### src/rtl/uart_fifo_periph_pkg.sv
// Shared definitions for the UART FIFO peripheral: register map, status bit
// positions, control register layout and the serial FSM state encoding.
package uart_fifo_periph_pkg;

  localparam logic [31:0] REG_TXDATA = 32'h0;
  localparam logic [31:0] REG_RXDATA = 32'h4;
  localparam logic [31:0] REG_CON    = 32'h8;
  localparam logic [31:0] REG_DIV    = 32'hC;

  localparam int STAT_TX_BUSY      = 8;
  localparam int STAT_TX_FULL      = 9;
  localparam int STAT_TX_EMPTY     = 10;
  localparam int STAT_RX_EMPTY     = 11;
  localparam int STAT_RX_FULL      = 12;
  localparam int STAT_STICKY_LSB   = 13;  // rx_ovr, frame_err, par_err, tx_ovf
  localparam int STAT_RX_COUNT_LSB = 24;

  // Packed so that tx_en lands on bit 0 of the CON register.
  typedef struct packed {
    logic par_odd;
    logic par_en;
    logic rxne_irq_en;
    logic txe_irq_en;
    logic rx_en;
    logic tx_en;
  } con_t;

  typedef enum logic [2:0] {
    ST_IDLE   = 3'd0,
    ST_START  = 3'd1,
    ST_DATA   = 3'd2,
    ST_PARITY = 3'd3,
    ST_STOP   = 3'd4
  } uart_state_e;

endpackage

### src/rtl/uart_fifo_periph_sync_fifo.sv
// Single-clock FIFO with a combinational head output; a push into a full FIFO
// is accepted only when a pop happens in the same cycle.
module sync_fifo #(
  parameter int WIDTH = 8,
  parameter int DEPTH = 16
) (
  input  logic                   sysclk,
  input  logic                   reset,
  input  logic                   push,
  input  logic                   pop,
  input  logic [WIDTH-1:0]       din,
  output logic [WIDTH-1:0]       dout,
  output logic                   full,
  output logic                   empty,
  output logic [$clog2(DEPTH):0] count
);
  localparam int AW = $clog2(DEPTH);
  localparam int CW = AW + 1;

  logic [WIDTH-1:0] mem [DEPTH];
  logic [AW-1:0]    wr_ptr;
  logic [AW-1:0]    rd_ptr;
  logic             do_push;
  logic             do_pop;

  assign do_pop  = pop && !empty;
  assign do_push = push && (!full || do_pop);
  assign full    = (count == CW'(DEPTH));
  assign empty   = (count == '0);
  assign dout    = mem[rd_ptr];

  // NOTE: the storage array has no reset; only pointers and count define validity.
  always_ff @(posedge sysclk) begin
    if (do_push) mem[wr_ptr] <= din;
  end

  always_ff @(posedge sysclk or posedge reset) begin
    if (reset) begin
      wr_ptr <= '0;
      rd_ptr <= '0;
      count  <= '0;
    end else begin
      if (do_push) wr_ptr <= wr_ptr + AW'(1);
      if (do_pop)  rd_ptr <= rd_ptr + AW'(1);
      count <= count + CW'(do_push) - CW'(do_pop);
    end
  end

endmodule

### src/rtl/uart_fifo_periph.sv
// Memory-mapped UART with programmable 16x baud divisor, TX/RX FIFOs,
// optional parity, sticky error flags and a maskable level interrupt.
module uart_fifo_periph
  import uart_fifo_periph_pkg::*;
#(
  parameter logic [31:0] BASE_ADDR   = 32'h40000018,
  parameter int          DATA_BITS   = 8,
  parameter int          FIFO_DEPTH  = 16,
  parameter logic [15:0] DEFAULT_DIV = 16'd324
) (
  input  logic        sysclk,
  input  logic        reset,
  input  logic        rd,
  input  logic        wr,
  input  logic [31:0] addr,
  input  logic [31:0] wdata,
  output logic [31:0] rdata,
  input  logic        rxd,
  output logic        txd,
  output logic        irqout
);
  localparam int         CW       = $clog2(FIFO_DEPTH) + 1;
  localparam logic [3:0] LAST_BIT = 4'(DATA_BITS - 1);

  logic hit_tx, hit_rx, hit_con, hit_div;
  logic tx_wr, con_wr, div_wr;

  assign hit_tx  = (addr == BASE_ADDR + REG_TXDATA);
  assign hit_rx  = (addr == BASE_ADDR + REG_RXDATA);
  assign hit_con = (addr == BASE_ADDR + REG_CON);
  assign hit_div = (addr == BASE_ADDR + REG_DIV);
  assign tx_wr   = wr && hit_tx;
  assign con_wr  = wr && hit_con;
  assign div_wr  = wr && hit_div;

  con_t        con;
  logic [15:0] div;
  logic [3:0]  sticky;
  logic [3:0]  sticky_set;
  logic [3:0]  sticky_clr;

  logic                 tx_pop, tx_full, tx_empty, tx_busy;
  logic [DATA_BITS-1:0] tx_dout;
  logic [CW-1:0]        tx_count;
  logic                 rx_pop, rx_full, rx_empty;
  logic [DATA_BITS-1:0] rx_dout;
  logic [CW-1:0]        rx_count;

  logic unused_bits;
  assign unused_bits = ^{wdata[31:17], tx_count};

  // ---------------- 16x tick ----------------
  logic [15:0] tick_cnt;
  logic        tick16;

  assign tick16 = (tick_cnt == div);

  // NOTE: sequential state uses non-blocking assignments so every flop samples pre-edge values.
  always_ff @(posedge sysclk or posedge reset) begin
    if (reset)                 tick_cnt <= '0;
    else if (div_wr || tick16) tick_cnt <= '0;
    else                       tick_cnt <= tick_cnt + 16'd1;
  end

  // ---------------- receiver ----------------
  logic                 rx_meta, rx_s, rx_prev;
  uart_state_e          rx_state;
  logic [3:0]           rx_cnt, rx_bit;
  logic [DATA_BITS-1:0] rx_shift;
  logic                 rx_par_en, rx_par_odd, rx_par_bit;
  logic                 rx_done, rx_ferr_set, rx_perr_set;

  always_ff @(posedge sysclk or posedge reset) begin
    if (reset) begin
      rx_meta <= 1'b1;
      rx_s    <= 1'b1;
      rx_prev <= 1'b1;
    end else begin
      rx_meta <= rxd;
      rx_s    <= rx_meta;
      rx_prev <= rx_s;
    end
  end

  always_ff @(posedge sysclk or posedge reset) begin
    if (reset) begin
      rx_state    <= ST_IDLE;
      rx_cnt      <= '0;
      rx_bit      <= '0;
      rx_shift    <= '0;
      rx_par_en   <= 1'b0;
      rx_par_odd  <= 1'b0;
      rx_par_bit  <= 1'b0;
      rx_done     <= 1'b0;
      rx_ferr_set <= 1'b0;
      rx_perr_set <= 1'b0;
    end else begin
      rx_done     <= 1'b0;
      rx_ferr_set <= 1'b0;
      rx_perr_set <= 1'b0;
      if (!con.rx_en) begin
        rx_state <= ST_IDLE;
      end else begin
        case (rx_state)
          ST_IDLE: if (rx_prev && !rx_s) begin
            rx_state   <= ST_START;
            rx_cnt     <= '0;
            rx_par_en  <= con.par_en;
            rx_par_odd <= con.par_odd;
          end
          ST_START: if (tick16) begin
            // Mid start bit: a high line here means the fall was a glitch.
            if (rx_cnt == 4'd7) begin
              rx_cnt   <= '0;
              rx_bit   <= '0;
              rx_state <= rx_s ? ST_IDLE : ST_DATA;
            end else begin
              rx_cnt <= rx_cnt + 4'd1;
            end
          end
          ST_DATA: if (tick16) begin
            rx_cnt <= rx_cnt + 4'd1;
            if (rx_cnt == 4'd15) begin
              rx_shift <= {rx_s, rx_shift[DATA_BITS-1:1]};
              if (rx_bit == LAST_BIT) rx_state <= rx_par_en ? ST_PARITY : ST_STOP;
              else                    rx_bit   <= rx_bit + 4'd1;
            end
          end
          ST_PARITY: if (tick16) begin
            rx_cnt <= rx_cnt + 4'd1;
            if (rx_cnt == 4'd15) begin
              rx_par_bit <= rx_s;
              rx_state   <= ST_STOP;
            end
          end
          ST_STOP: if (tick16) begin
            rx_cnt <= rx_cnt + 4'd1;
            if (rx_cnt == 4'd15) begin
              rx_state <= ST_IDLE;
              if (!rx_s)
                rx_ferr_set <= 1'b1;
              else if (rx_par_en && (rx_par_bit != ((^rx_shift) ^ rx_par_odd)))
                rx_perr_set <= 1'b1;
              else
                rx_done <= 1'b1;
            end
          end
          default: rx_state <= ST_IDLE;
        endcase
      end
    end
  end

  assign rx_pop = rd && hit_rx && !rx_empty;

  sync_fifo #(.WIDTH(DATA_BITS), .DEPTH(FIFO_DEPTH)) u_rx_fifo (
    .sysclk (sysclk),
    .reset  (reset),
    .push   (rx_done),
    .pop    (rx_pop),
    .din    (rx_shift),
    .dout   (rx_dout),
    .full   (rx_full),
    .empty  (rx_empty),
    .count  (rx_count)
  );

  // ---------------- transmitter ----------------
  uart_state_e          tx_state;
  logic [3:0]           tx_cnt, tx_bit;
  logic [DATA_BITS-1:0] tx_shift;
  logic                 tx_par_en, tx_par_bit;

  // Frames start on a tick boundary, back to back when the FIFO still has data.
  assign tx_pop  = tick16 && con.tx_en && !tx_empty &&
                   (tx_state == ST_IDLE || (tx_state == ST_STOP && tx_cnt == 4'd15));
  assign tx_busy = (tx_state != ST_IDLE);

  always_ff @(posedge sysclk or posedge reset) begin
    if (reset) begin
      tx_state   <= ST_IDLE;
      txd        <= 1'b1;
      tx_cnt     <= '0;
      tx_bit     <= '0;
      tx_shift   <= '0;
      tx_par_en  <= 1'b0;
      tx_par_bit <= 1'b0;
    end else if (tx_pop) begin
      tx_state   <= ST_START;
      txd        <= 1'b0;
      tx_cnt     <= '0;
      tx_shift   <= tx_dout;
      tx_par_en  <= con.par_en;
      tx_par_bit <= (^tx_dout) ^ con.par_odd;
    end else if (tick16 && tx_state != ST_IDLE) begin
      tx_cnt <= tx_cnt + 4'd1;
      if (tx_cnt == 4'd15) begin
        case (tx_state)
          ST_START: begin
            tx_state <= ST_DATA;
            tx_bit   <= '0;
            txd      <= tx_shift[0];
          end
          ST_DATA: if (tx_bit == LAST_BIT) begin
            tx_state <= tx_par_en ? ST_PARITY : ST_STOP;
            txd      <= tx_par_en ? tx_par_bit : 1'b1;
          end else begin
            tx_bit   <= tx_bit + 4'd1;
            tx_shift <= tx_shift >> 1;
            txd      <= tx_shift[1];
          end
          ST_PARITY: begin
            tx_state <= ST_STOP;
            txd      <= 1'b1;
          end
          default: begin
            tx_state <= ST_IDLE;
            txd      <= 1'b1;
          end
        endcase
      end
    end
  end

  sync_fifo #(.WIDTH(DATA_BITS), .DEPTH(FIFO_DEPTH)) u_tx_fifo (
    .sysclk (sysclk),
    .reset  (reset),
    .push   (tx_wr),
    .pop    (tx_pop),
    .din    (wdata[DATA_BITS-1:0]),
    .dout   (tx_dout),
    .full   (tx_full),
    .empty  (tx_empty),
    .count  (tx_count)
  );

  // ---------------- registers ----------------
  assign sticky_clr = con_wr ? wdata[STAT_STICKY_LSB +: 4] : 4'b0;
  assign sticky_set = {tx_wr && tx_full && !tx_pop, rx_perr_set, rx_ferr_set,
                       rx_done && rx_full && !rx_pop};

  // Hardware set is OR-ed in after the clear, so a same-cycle set wins.
  always_ff @(posedge sysclk or posedge reset) begin
    if (reset) begin
      con    <= '0;
      div    <= DEFAULT_DIV;
      sticky <= '0;
    end else begin
      if (con_wr) con <= con_t'(wdata[5:0]);
      if (div_wr) div <= wdata[15:0];
      sticky <= (sticky & ~sticky_clr) | sticky_set;
    end
  end

  logic [31:0] status;

  // NOTE: every always_comb output gets a default first so no latch is inferred.
  always_comb begin
    status                              = '0;
    status[5:0]                         = con;
    status[STAT_TX_BUSY]                = tx_busy;
    status[STAT_TX_FULL]                = tx_full;
    status[STAT_TX_EMPTY]               = tx_empty;
    status[STAT_RX_EMPTY]               = rx_empty;
    status[STAT_RX_FULL]                = rx_full;
    status[STAT_STICKY_LSB +: 4]        = sticky;
    status[STAT_RX_COUNT_LSB +: 8]      = 8'(rx_count);
    rdata = '0;
    if (hit_rx && !rx_empty) rdata = 32'(rx_dout);
    else if (hit_con)        rdata = status;
    else if (hit_div)        rdata = {16'b0, div};
  end

  assign irqout = (con.txe_irq_en && tx_empty && !tx_busy) ||
                  (con.rxne_irq_en && (!rx_empty || (|sticky[2:0])));

endmodule

### config.mk
export PLATFORM = sky130hd
export DESIGN_NAME = uart_fifo_periph
export DESIGN_NICKNAME = d
export VERILOG_FILES = /design/src/rtl/uart_fifo_periph_pkg.sv /design/src/rtl/uart_fifo_periph_sync_fifo.sv /design/src/rtl/uart_fifo_periph.sv
export SDC_FILE = /design/constraint.sdc
export NUM_CORES = 1
export LEC_CHECK = 0
export ABC_AREA = 1
export CAP_MARGIN = 20
export CORE_ASPECT_RATIO = 1.25
export CORE_MARGIN = 10
export CORE_UTILIZATION = 45
export CTS_CLUSTER_SIZE = 28
export DETAILED_ROUTE_END_ITERATION = 6
export GPL_TIMING_DRIVEN = 0
export PLACE_DENSITY = 0.68
export SYNTH_ARGS = -nofsm -noshare
export SYNTH_HDL_FRONTEND = slang
export SYNTH_SLANG_ARGS = --single-unit
### constraint.sdc
create_clock -name sysclk -period 5.15 [get_ports sysclk]
set_input_delay 1.03 -clock sysclk [delete_from_list [all_inputs] [get_ports sysclk]]
set_output_delay 1.03 -clock sysclk [all_outputs]
set_load 0.1 [all_outputs]
==> results.md <==
| Step | Parameter | Reported |
|---|---|---|
| clock tree | Clock tree from TritonCTS | done |
| worst setup path | Buf/Inv on CP | 3 |
| logic synthesis | Synth Instances | 1,699 |
| cells and area | Final standard cell count with taps included and fillers excluded | 2,341 |
| pwr | Sw power | 1.21 mW |
| floorplanning | Height of the die | 238 microns |
| grt | Residual overflow from global routing | 0 |
| pwr | Clk network pwr share | 45.7% |
| worst setup path | Slowest stage delay, CP | 0.90 ns |
| worst setup path | Family of cells with the greatest summed delay on the critical path | buffers and inverters |
| timing | Hold Violations, Final | 0 |
| grt | Combined global-route utilization of all metal layers | 19.1% |
| cells and area | Area grow syn2layout | 15.5% |
| hold path | Class of the most critical hold timing path | reg -> reg |
| logic synthesis | Async set-or-reset flop fraction in the synthesized netlist | 31.6% |
| place | Final HPWL DP | 31,500 microns |
| logic synthesis | Fraction of the yosys area taken by sequential cells | 62.1% |
| worst setup path | Data arrival time of the critical path | 3.96 ns |
| worst setup path | R2R Setup Slk | 1.82 ns |
| grt | Met3 track demand over resource | 3.13% |
| worst setup path | Largest fanout of any net on the critical path | 10 |
| floorplanning | Core footprint | 37,500 sq um |
| detailed routing | Post-route ant nets | 0 |
| floorplanning | Chip Width | 195 microns |
| grt | GR Util met1 | 22.6% |
| timing | Fin worst setup slack | 0.165 ns |
| timing | Final number of max-transition violations | 0 |
| worst setup path | Required time of the critical path | 4.12 ns |
| worst setup path | Kind of critical path | in -> out |
| timing | Final-report setup violation count | 0 |
| clock tree | Count of clock tree sinks | 374 |
| cells and area | Filler Cells Inserted | 3,329 |
| cells and area | Ratio of cells with drive above 1 in the final layout | 6.85% |
| detailed routing | Iter 0 DRT Violations | 972 |
| place | RD Place Congestion | 0.988 |
| timing | Final critical path time including I/O delays and setup | 4.99 ns |
| status | Status | finished clean |
| grt | Number of antenna violations at the first check in global routing | 0 |
| hold path | Beginning of the worst hold path | rx_meta |
| clock tree | Buffer levels on the longest clock path | 3 |
| clock tree | Postcts setup bufs | 0 |
| timing | Setup repair after global routing missed its margin | false |
| worst setup path | Critical Path Start Type | primary input |
| pwr | Leakage power figure | 8.47 nW |
| place | Worst-case setup slack after placement | -0.718 ns |
| hold path | Worst hold path stage count | 0 |
| worst setup path | Cell count of the worst reg-to-reg path | 17 |
| worst setup path | Library cell appearing most often on the critical path | nand2_1 |
| worst setup path | Cell chain of the critical path | clkdlybuf4s50_1 -> nor4_1 -> nand2_1 -> nor3_4 -> nand2_1 -> clkbuf_1 -> o22ai_1 -> dlygate4sd2_1 |
| pwr | Pwr per Cell Area | 310 nW/um^2 |
| pwr | Share of power burned in registers | 52.2% |
| logic synthesis | Distinct cell type count of the synthesized netlist | 48 |
| worst setup path | Worst setup path start | addr[8] |
| detailed routing | Vias | 12,700 |
| pwr | Gate power share | 2.2% |
| detailed routing | Number of detailed-routing iterations run before antenna repair | 5 |
| cells and area | Final nets | 1,924 |
| clock tree | Cell chosen for the clock root | clkbuf_16 |
| clock tree | CTS clk-pin slew, worst paths | 0.06 ns |
| worst setup path | Worst setup EP type | primary output |
| timing | Clock tree skew after final layout | 0.0160 ns |
| detailed routing | WL per Instance | 19.4 microns |
| run | Max-cap viol count | 0 |
| logic synthesis | Post-synthesis cell type with the largest combined area | edfxtp_1 |
| worst setup path | Beginning of the worst register-to-register path | u_tx_fifo.count[2] |
| place | Placed cell count | 2,272 |
| timing | Maximum achievable frequency | 0.201 GHz |
| worst setup path | Slowest-stage cell, CP | dlygate4sd2_1 |
| detailed routing | Wire length reported by the detailed router | 45,400 microns |
| timing | Worst Tran Pin Value | 1.09 ns |
| place | Number of buffers inserted by port buffering | 77 |
| clock tree | Count of hold buffers inserted by post-cts repair | 0 |
| grt | Maximum number of pins on one net before global-route repair | 89 |
| logic synthesis | Leading post-synthesis cells by cell area | edfxtp_1 (45%), dfrtp_1 (16%), nand2_1 (9.2%) |
| logic synthesis | Number of synthesized flops with an enable pin | 256 |
| hold path | Hold-critical path endpoint | rx_s |
| floorplanning | Number of placement rows | 79 |
| clock tree | Source-to-sink clock delay at the later pin of the worst-skew pair | 0.53 ns |
| pwr | Internal power | 4.93 mW |
| grt | Met2 demand-to-capacity share in global routing | 33.7% |
| clock tree | Clock buffers created by TritonCTS | 38 |
| floorplanning | Die area | 46,400 sq um |
| detailed routing | Number of design rule violations left after detail routing | 0 |
| grt | Number of global-route vias before repair | 12,600 |
| floorplanning | I/O pin total | 103 |
| worst setup path | Reg2reg end | u_tx_fifo.count[4] |
| floorplanning | Starting density of the core | 45.8% |
| logic synthesis | Top_reg_cell synth | edfxtp_1 |
| logic synthesis | Combined area of all synthesized cells | 17,100 sq um |
| clock tree | CTS HTree Levels | 2 |
| cells and area | Inserted Diodes | 0 |
| detailed routing | Detailed-route vias per instance | 5.40 |
| logic synthesis | Warnings from Yosys | 0 |
| logic synthesis | #FFs+latches synth | 374 |
| pwr | Maximum vdd ir drop | 208 uV |
| logic synthesis | Share of the synthesized area in the top cell type | 44.8% |
| grt | Global-route wire length before repair | 70,700 microns |
| timing | Tcrit/Tclk final | 96.8% |
| timing | Remaining max-slew budget at the tightest pin | 26.8% |
| pwr | Switching part of the total power | 19.7% |
| grt | Highest-utilization routing layer at the global route stage | met2 |
| logic synthesis | Mean post-synth cell area | 10.1 sq um |
worst max-delay path by stage:
stage | endpoint | slack (ns) | cells past startpoint
floorplan | rdata[24] | -0.04 | 6
CTS | rdata[3] | -0.1 | 13
global route | rdata[15] | 0.004 | 10
finish | rdata[8] | 0.16 | 8
detailed placement | rdata[3] | -0.72 | 13
global placement | tx_shift[3] | -0.92 | 2
state kept, by name, summed over array words and instances, names as in the netlist, 5 cells and up:
| name | cells |
|---|---|
| con | 6 |
| rx_shift | 8 |
| div | 16 |
| u_rx_fifo.mem | 128 |
| u_tx_fifo.count | 5 |
| tick_cnt | 16 |
| tx_shift | 8 |
| u_tx_fifo.mem | 128 |
| u_rx_fifo.count | 5 |
worst reg2reg max path, cell delays in order, from the launching register on:
cell      delay [ns]
dfrtp_1         0.36
inv_1           0.07
ha_1            0.21
nand3_1         0.12
nor2_1          0.07
inv_1           0.07
nand3_1         0.07
a21oi_1         0.25
and3_1          0.19
clkbuf_1        0.33
ha_1            0.31
inv_1           0.06
ha_1            0.16
inv_1           0.06
fa_1            0.40
o21ai_0         0.21
a21oi_1         0.11
xor2_1          0.15
power by group through the flow:
stage,registers (mW),clock network (mW),logic [mW]
4_1_cts,3.20,2.84,0.134
5_1_grt,3.20,2.96,0.143
3_5_place_dp,3.27,0,0.134
3_3_place_gp,3.27,0,0.129
2_1_floorplan,3.27,0,0.0590
6_report,3.20,2.80,0.132
synthesized netlist by cell type, types with 3 or more instances:
| cell type | number |
|---|---|
| o211ai_1 | 15 |
| xor2_1 | 23 |
| dfrtp_1 | 111 |
| nor4_1 | 6 |
| dfstp_2 | 7 |
| a21oi_1 | 30 |
| xnor2_1 | 15 |
| inv_1 | 186 |
| o31ai_1 | 3 |
| edfxtp_1 | 256 |
| nor3_1 | 17 |
| clkbuf_1 | 42 |
| o32ai_1 | 8 |
| mux2i_1 | 24 |
| clkinv_1 | 4 |
| or2_2 | 3 |
| nand3_1 | 142 |
| nand3_2 | 3 |
| o21ai_0 | 103 |
| inv_2 | 6 |
| nand4_1 | 12 |
| nand2_2 | 6 |
| nand3b_1 | 3 |
| mux2_2 | 7 |
| nor2_1 | 144 |
| o221ai_1 | 26 |
| buf_2 | 9 |
| ha_1 | 27 |
| nand2_1 | 419 |
| buf_4 | 10 |
| o22ai_1 | 5 |
| buf_1 | 7 |
area by class of cell:
class | instances | area, sq um | area share [%]
plain buffers | 68 | 305 | 1.54
flip-flops and latches | 374 | 10600 | 53.8
well taps | 486 | 608 | 3.07
inverters | 196 | 741 | 3.74
repair buffers | 78 | 741 | 3.74
multi-input cells | 1070 | 5490 | 27.7
clock inverters | 13 | 165 | 0.834
clock buffers | 56 | 1100 | 5.55
placed cells by master (no fill, tap or decap), types with 10 or more instances in the layout:
cell / instances
inv_1: 185
xnor2_1: 15
edfxtp_1: 256
nand3_1: 142
conb_1: 10
o211ai_1: 15
ha_1: 27
dfrtp_1: 111
xor2_1: 23
nand4_1: 12
buf_4: 10
nor2_1: 144
nand2_1: 419
o21ai_0: 102
nor3_1: 17
clkbuf_16: 39
clkbuf_1: 52
buf_2: 13
o221ai_1: 26
clkdlybuf4s50_1: 55
mux2i_1: 24
a21oi_1: 30
routing by layer:
metal	vias to the layer above	wire (microns)
li1	5959	-
met1	6077	17800
met2	508	22800
met3	108	2960
met4	0	1820
met5	-	0
repair_timing:
item | 4_1_cts | 5_1_grt
endpoints found under the hold margin | 0 | 0
resized for setup | 36 | 27
setup endpoints to repair | 21 | 19
cell families after synthesis:
group,Yosys count,synth area share (%)
other,1,0.0219
multiplexers,31,1.86
AND/OR/NAND/NOR,765,18.8
XOR/XNOR,38,1.94
AO/OA/AOI/OAI,197,6.96
flip-flops,374,62.1
adder cells (fa/ha/maj),29,2.20
buffers and inverters,264,6.07
metrics by stage:
stage | utilization (%) | hold slack [ns] | total power, mW | area, sq um | setup TNS (ns)
after floorplan | - | 0.345 | 3.32 | 17200 | -0.195
after global placement | 49.5 | 0.347 | 3.40 | 18600 | -107.74
after detailed placement | 49.6 | 0.347 | 3.40 | 18600 | -7.66
after CTS | 52.9 | 0.352 | 6.18 | 19800 | -0.0994
after global routing | 52.9 | 0.357 | 6.31 | 19800 | 0
final | 52.9 | 0.349 | 6.14 | 19800 | 0
Power figures use the tool's default switching activity.
